==> src/rtl/multi_edge_detector_if.sv <==
// -----------------------------------------------------------------------------
// multi_edge_detector_if
// Bundles the data-side signals of multi_edge_detector so that a driver and the
// detector can be connected with a single port.
//
// Signals (directions as seen by the detector, i.e. the slave modport):
//   a_i            in   N_CH        raw, possibly asynchronous input levels
//   mode_i         in   2           event select: 00 none, 01 rise, 10 fall, 11 both
//   clr_i          in   1           one-cycle clear of sticky flags and counters
//   level_o        out  N_CH        filtered level per channel
//   rising_edge_o  out  N_CH        one-cycle pulse on an accepted 0->1 change
//   falling_edge_o out  N_CH        one-cycle pulse on an accepted 1->0 change
//   event_o        out  N_CH        one-cycle pulse on the edges chosen by mode_i
//   sticky_o       out  N_CH        per-channel event flag, held until clr_i
//   count_o        out  N_CH*CNT_W  per-channel saturating event counters
// -----------------------------------------------------------------------------
interface multi_edge_detector_if #(
    parameter int N_CH  = 4,
    parameter int CNT_W = 8
) ();
    logic [N_CH-1:0]       a_i;
    logic [1:0]            mode_i;
    logic                  clr_i;
    logic [N_CH-1:0]       level_o;
    logic [N_CH-1:0]       rising_edge_o;
    logic [N_CH-1:0]       falling_edge_o;
    logic [N_CH-1:0]       event_o;
    logic [N_CH-1:0]       sticky_o;
    logic [N_CH*CNT_W-1:0] count_o;

    // Driver side: produces inputs, observes status.
    modport master (
        output a_i, mode_i, clr_i,
        input  level_o, rising_edge_o, falling_edge_o, event_o, sticky_o, count_o
    );

    // Detector side.
    modport slave (
        input  a_i, mode_i, clr_i,
        output level_o, rising_edge_o, falling_edge_o, event_o, sticky_o, count_o
    );
endinterface

==> src/rtl/multi_edge_detector.sv <==
// -----------------------------------------------------------------------------
// multi_edge_detector
// Per channel: SYNC_STAGES-deep synchroniser, glitch filter that needs
// FILTER_LEN consecutive differing samples before accepting a new level,
// registered rising/falling edge detect, mode-selected event pulse, sticky
// flag and saturating event counter.
//
// Ports:
//   clk    in   single clock, everything on posedge
//   reset  in   synchronous, active-high reset
//   bus    slave modport of multi_edge_detector_if (a_i, mode_i, clr_i in;
//          level_o, rising_edge_o, falling_edge_o, event_o, sticky_o,
//          count_o out). Every output is driven straight from a flop.
// -----------------------------------------------------------------------------
module multi_edge_detector #(
    parameter int N_CH        = 4,
    parameter int SYNC_STAGES = 2,
    parameter int FILTER_LEN  = 3,
    parameter int CNT_W       = 8
) (
    input  logic                clk,
    input  logic                reset,
    multi_edge_detector_if.slave bus
);

    localparam int                FW       = $clog2(FILTER_LEN) + 1;
    localparam logic [FW-1:0]     FLT_LAST = FW'(FILTER_LEN - 1);
    localparam logic [CNT_W-1:0]  CNT_MAX  = {CNT_W{1'b1}};

    // Counter increment that sticks at all-ones instead of wrapping.
    function automatic logic [CNT_W-1:0] sat_inc(input logic [CNT_W-1:0] v);
        logic [CNT_W-1:0] r;
        if (v == CNT_MAX) begin
            r = v;
        end else begin
            r = v + CNT_W'(1);
        end
        return r;
    endfunction

    logic [N_CH-1:0][SYNC_STAGES-1:0] sync_q, sync_d;
    logic [N_CH-1:0][FW-1:0]          flt_cnt_q, flt_cnt_d;
    logic [N_CH-1:0]                  level_q, level_d;
    logic [N_CH-1:0]                  level_prev_q;
    logic [N_CH-1:0]                  rise_q, rise_d;
    logic [N_CH-1:0]                  fall_q, fall_d;
    logic [N_CH-1:0]                  event_q, event_d;
    logic [N_CH-1:0]                  sticky_q, sticky_d;
    logic [N_CH-1:0][CNT_W-1:0]       count_q, count_d;
    logic [N_CH-1:0]                  sample_s;

    // Next-state logic for all channels: synchroniser shift, filter, edges, status.
    always_comb begin
        sync_d    = sync_q;
        flt_cnt_d = flt_cnt_q;
        level_d   = level_q;
        rise_d    = '0;
        fall_d    = '0;
        event_d   = '0;
        sticky_d  = sticky_q;
        count_d   = count_q;
        sample_s  = '0;
        for (int k = 0; k < N_CH; k++) begin
            // Newest sample enters bit 0; the oldest (bit SYNC_STAGES-1) drops out
            // of the truncating cast and is the synchronised value used below.
            sync_d[k]   = SYNC_STAGES'({sync_q[k], bus.a_i[k]});
            sample_s[k] = sync_q[k][SYNC_STAGES-1];

            // The counter holds how many consecutive samples have disagreed with
            // the current level; FILTER_LEN disagreements in a row flip it.
            if (sample_s[k] == level_q[k]) begin
                flt_cnt_d[k] = '0;
            end else if (flt_cnt_q[k] == FLT_LAST) begin
                level_d[k]   = sample_s[k];
                flt_cnt_d[k] = '0;
            end else begin
                flt_cnt_d[k] = flt_cnt_q[k] + FW'(1);
            end

            rise_d[k]  = level_q[k] & ~level_prev_q[k];
            fall_d[k]  = ~level_q[k] & level_prev_q[k];
            // mode_i is sampled together with the edge, so a later mode change
            // never re-qualifies an edge that was already reported.
            event_d[k] = (rise_d[k] & bus.mode_i[0]) | (fall_d[k] & bus.mode_i[1]);

            // A pending event beats a simultaneous clear: the channel restarts at 1.
            if (event_q[k]) begin
                sticky_d[k] = 1'b1;
                if (bus.clr_i) begin
                    count_d[k] = CNT_W'(1);
                end else begin
                    count_d[k] = sat_inc(count_q[k]);
                end
            end else if (bus.clr_i) begin
                sticky_d[k] = 1'b0;
                count_d[k]  = '0;
            end else begin
                sticky_d[k] = sticky_q[k];
                count_d[k]  = count_q[k];
            end
        end
    end

    // State registers with synchronous reset; previous level is cleared too so
    // no edge can appear in the reset or release cycle.
    always_ff @(posedge clk) begin
        if (reset) begin
            sync_q       <= '0;
            flt_cnt_q    <= '0;
            level_q      <= '0;
            level_prev_q <= '0;
            rise_q       <= '0;
            fall_q       <= '0;
            event_q      <= '0;
            sticky_q     <= '0;
            count_q      <= '0;
        end else begin
            sync_q       <= sync_d;
            flt_cnt_q    <= flt_cnt_d;
            level_q      <= level_d;
            level_prev_q <= level_q;
            rise_q       <= rise_d;
            fall_q       <= fall_d;
            event_q      <= event_d;
            sticky_q     <= sticky_d;
            count_q      <= count_d;
        end
    end

    assign bus.level_o        = level_q;
    assign bus.rising_edge_o  = rise_q;
    assign bus.falling_edge_o = fall_q;
    assign bus.event_o        = event_q;
    assign bus.sticky_o       = sticky_q;
    assign bus.count_o        = count_q;

endmodule

==> src/flat_wrapper.sv <==
// flat-port wrapper written by rule: the top's interface ports become plain ports
module multi_edge_detector_flat 
#(
    parameter int N_CH        = 4,
    parameter int SYNC_STAGES = 2,
    parameter int FILTER_LEN  = 3,
    parameter int CNT_W       = 8
)
  (clk, reset, bus_a_i, bus_mode_i, bus_clr_i, bus_level_o, bus_rising_edge_o, bus_falling_edge_o, bus_event_o, bus_sticky_o, bus_count_o);
  multi_edge_detector_if #(.N_CH(N_CH), .CNT_W(CNT_W)) bus_i ();
  input  logic clk;
  input  logic reset;
  input wire logic [$bits(bus_i.a_i)-1:0] bus_a_i;
  input wire logic [$bits(bus_i.mode_i)-1:0] bus_mode_i;
  input wire logic [$bits(bus_i.clr_i)-1:0] bus_clr_i;
  output wire logic [$bits(bus_i.level_o)-1:0] bus_level_o;
  output wire logic [$bits(bus_i.rising_edge_o)-1:0] bus_rising_edge_o;
  output wire logic [$bits(bus_i.falling_edge_o)-1:0] bus_falling_edge_o;
  output wire logic [$bits(bus_i.event_o)-1:0] bus_event_o;
  output wire logic [$bits(bus_i.sticky_o)-1:0] bus_sticky_o;
  output wire logic [$bits(bus_i.count_o)-1:0] bus_count_o;
  assign bus_i.a_i = bus_a_i;
  assign bus_i.mode_i = bus_mode_i;
  assign bus_i.clr_i = bus_clr_i;
  assign bus_level_o = bus_i.level_o;
  assign bus_rising_edge_o = bus_i.rising_edge_o;
  assign bus_falling_edge_o = bus_i.falling_edge_o;
  assign bus_event_o = bus_i.event_o;
  assign bus_sticky_o = bus_i.sticky_o;
  assign bus_count_o = bus_i.count_o;
  multi_edge_detector #(.N_CH(N_CH), .SYNC_STAGES(SYNC_STAGES), .FILTER_LEN(FILTER_LEN), .CNT_W(CNT_W)) u_core (.clk(clk), .reset(reset), .bus(bus_i));
endmodule
==> config.mk <==
export PLATFORM = sky130hd
export DESIGN_NAME = multi_edge_detector_flat
export DESIGN_NICKNAME = d
export VERILOG_FILES = /design/src/rtl/multi_edge_detector_if.sv /design/src/rtl/multi_edge_detector.sv /design/src/flat_wrapper.sv
export SDC_FILE = /design/constraint.sdc
export NUM_CORES = 1
export LEC_CHECK = 0
export ABC_CLOCK_PERIOD_IN_PS = 2000
export BUFFER_PORTS_ARGS = -buffer_cell sky130_fd_sc_hd__clkbuf_2
export CORE_ASPECT_RATIO = 1.2
export CORE_UTILIZATION = 54
export DETAILED_ROUTE_END_ITERATION = 7
export GPL_TIMING_DRIVEN = 0
export PLACE_DENSITY = 0.78
export SKIP_LAST_GASP = 1
export SYNTH_ARGS = -nofsm -noshare
export SYNTH_HDL_FRONTEND = slang
export SYNTH_SLANG_ARGS = --single-unit
==> constraint.sdc <==
create_clock -name clk -period 2 [get_ports clk]
set_clock_uncertainty 0.1 [all_clocks]
set_input_delay 0.4 -clock clk [delete_from_list [all_inputs] [get_ports clk]]
set_output_delay 0.4 -clock clk [all_outputs]
set_load 0.01 [all_outputs]
==> results.sh <==
export IMPL_coreArea_um2=5630
export IMPL_wl_per_cell_um=13.45
export IMPL_grt_remaining_overflow=0
export IMPL_top_layer="met4"
export IMPL_largest_register_ffs=32
export IMPL_ys_ff_latch=76
export IMPL_postCtsSetupBuffers=0
export IMPL_async_reset_ff_share_pct=0
export IMPL_crit_path_end_kind="flip-flop"
export IMPL_worst_ep_arrival_time_ns=1.76
export IMPL_syn_avg_cell_area_um2=9.427
export IMPL_firstDrtPassIters=4
export IMPL_crit_path_start_kind="flip-flop"
export IMPL_clk_pin_slew_ns=0.07
export IMPL_nFillCells=475
export IMPL_die_h_um=85.77
export IMPL_drc=0
export IMPL_timing_fmax_ghz=0.6108
export IMPL_viasPerCell=5.644
export IMPL_worst_slew_pin_slew_ns=0.4870
export IMPL_cts_sinks=76
export IMPL_hold_violations=0
export IMPL_cts_tree="done"
export IMPL_htreeDepth=3
export IMPL_tns_ns=0
export IMPL_areaGrowthSynthToFinish_pct=18.94
export IMPL_dieArea_um2=6159
export IMPL_vias=2681
export IMPL_grt_first_pass_wirelength_um=10570
export IMPL_die_w_um=71.81
export IMPL_holdBufCountCts=0
export IMPL_layout_nets=427
export IMPL_finalSetupViolCount=0
export IMPL_cts_path_max_buffers=2
export IMPL_min_period_over_period_pct=81.86
export IMPL_place_congestion=0.8865
export IMPL_slew_headroom_pct=67.53
export IMPL_floorplan_initialDensity_pct=56.09
export IMPL_synthFlopType="dfxtp_1"
export IMPL_synth_edff_count=0
export IMPL_clk_insertion_delay_late_ns=0.34
export IMPL_met1_length_um=2866
export IMPL_synth_seq_area_share_pct=48.18
export IMPL_status="finished, final reports clean"
export IMPL_period_minus_slack_ns=1.637
export IMPL_maxCapViolCount=0
export IMPL_drive_gt1_share_pct=22.14
export IMPL_synth_top_area_share_pct=48.18
export IMPL_multi_input_area_um2=1536
export IMPL_critical_path_class="reg2reg"
export IMPL_syn_cell_area_um2=3158
export IMPL_powerDensity_nw_per_um2=765.1
export IMPL_drt_iter0_drc=124
export IMPL_antenna_found_initial=0
export IMPL_antenna_cells=0
export IMPL_ctsResizeCount=0
export IMPL_wl_met2_um=3180
export IMPL_syn_inst=335
export IMPL_track_usage_pct=22.16
export IMPL_required_ns=2.13
export IMPL_met3_length_um=230
export IMPL_regArea_um2=1521
export IMPL_ys_types=44
export IMPL_grt_max_degree=13
export IMPL_yosysTopAreaCell="dfxtp_1"
export IMPL_root_buffer="clkbuf_8"
export IMPL_crit_fanout=7
export IMPL_num_rows=30
export IMPL_ant_nets=0
export IMPL_hp_class="in2reg"
export IMPL_ys_top_cells_by_area="dfxtp_1 (48%), nor2_1 (5.3%), ha_1 (4.8%)"
export IMPL_holdWs_ns=0.1596
export IMPL_yosysMostFrequentCell="dfxtp_1"
export IMPL_rsz0062_at_grt="false"
export IMPL_boundaryPins=61
export IMPL_synth_commonest_cells="dfxtp_1 (76), nor2_1 (45), nor2b_1 (22)"
export IMPL_vdd_ir_drop_worst_mv=0.6546
export IMPL_io_buffers=60
export IMPL_wl_um=6387
export IMPL_maxSlewViolCount=0
export IMPL_grt_pass1_vias=2433
export IMPL_cts_buffers=9
export IMPL_syn_num_nets=356
export IMPL_ys_warn_count=0
export IMPL_dp_hpwl_um=4538
export IMPL_leakagePower_uw=0.001543
cells by family after synthesis:
group | count (synthesis) | synth area share [%]
flops | 76 | 48.18
xor+xnor | 11 | 3.051
simple gates | 153 | 26.19
mux | 12 | 3.804
buf+inv | 18 | 3.170
compound gates | 53 | 10.86
fa+ha+maj | 12 | 4.754
worst max-delay path: stages, from the launching register on:
cell      delay [ns]
dfxtp_1         0.45
ha_1            0.28
nand3_1         0.17
or2_2           0.34
nand3b_1        0.11
a31oi_1         0.07
cell type report:
type | count | area share, %
multi-input cells | 241 | 40.91
flip-flops and latches | 76 | 40.51
repair buffers | 60 | 7.995
clock buffers | 12 | 3.864
well taps | 64 | 2.132
plain buffers | 11 | 1.965
clock inverters | 4 | 1.932
inverters | 7 | 0.6995
through the flow:
stage          power, uW  instance area (um2)  worst slack (ns)  utilization [%]  instances
2_1_floorplan       1605                 3158            0.5267                -        335
3_3_place_gp        1633                 3538            0.3102            62.84        459
3_5_place_dp        1634                 3538            0.2821            62.84        459
4_1_cts             2889                 3756            0.3953            66.71        475
5_1_grt             2961                 3756            0.2658            66.71        475
6_report            2874                 3756            0.3628            66.71        475
metal layers:
metal / vias to the layer above / global-route usage (%)
met5: - / 0
met2: 67 / 38.85
li1: 1327 / -
met3: 10 / 3.995
met1: 1277 / 25.39
met4: 0 / 11.94
final timing paths:
path	start	end	slack, ns	cells past startpoint
worst max-delay path	u_core.bus.count_o[0]	u_core.bus.count_o[0]	0.36	5
worst min-delay path	bus_a_i[3]	u_core.sync_d[7]	0.16	2
worst max register to register	u_core.bus.count_o[0]	u_core.bus.count_o[0]	0.36	5
worst min register to register	u_core.flt_cnt_q[6]	u_core.flt_cnt_q[6]	0.34	1
report_power, final:
group | total (uW) | internal [uW] | switching (uW)
clock | 1280 | 736 | 540
combinational | 71.0 | 26.2 | 44.8
sequential | 1530 | 1520 | 4.66
placed cells by master, fill, tap and decap left out, types with 4 or more instances in the layout:
master	synthesis	layout
o21ai_0	9	9
inv_1	7	7
nor2b_1	22	22
a31oi_1	9	9
or3_1	4	4
clkbuf_8	1	11
clkbuf_1	2	4
nand3_1	13	13
nand2_1	16	16
nor3_1	9	9
ha_1	12	12
buf_2	6	6
and3_1	7	7
xnor2_1	6	6
xor2_1	5	5
clkbuf_2	0	60
nor2_1	45	45
a21oi_1	16	16
nand3b_1	7	7
dfxtp_1	76	76
mux2i_1	12	12
nor3b_1	10	10
Power figures use the tool's default switching activity.
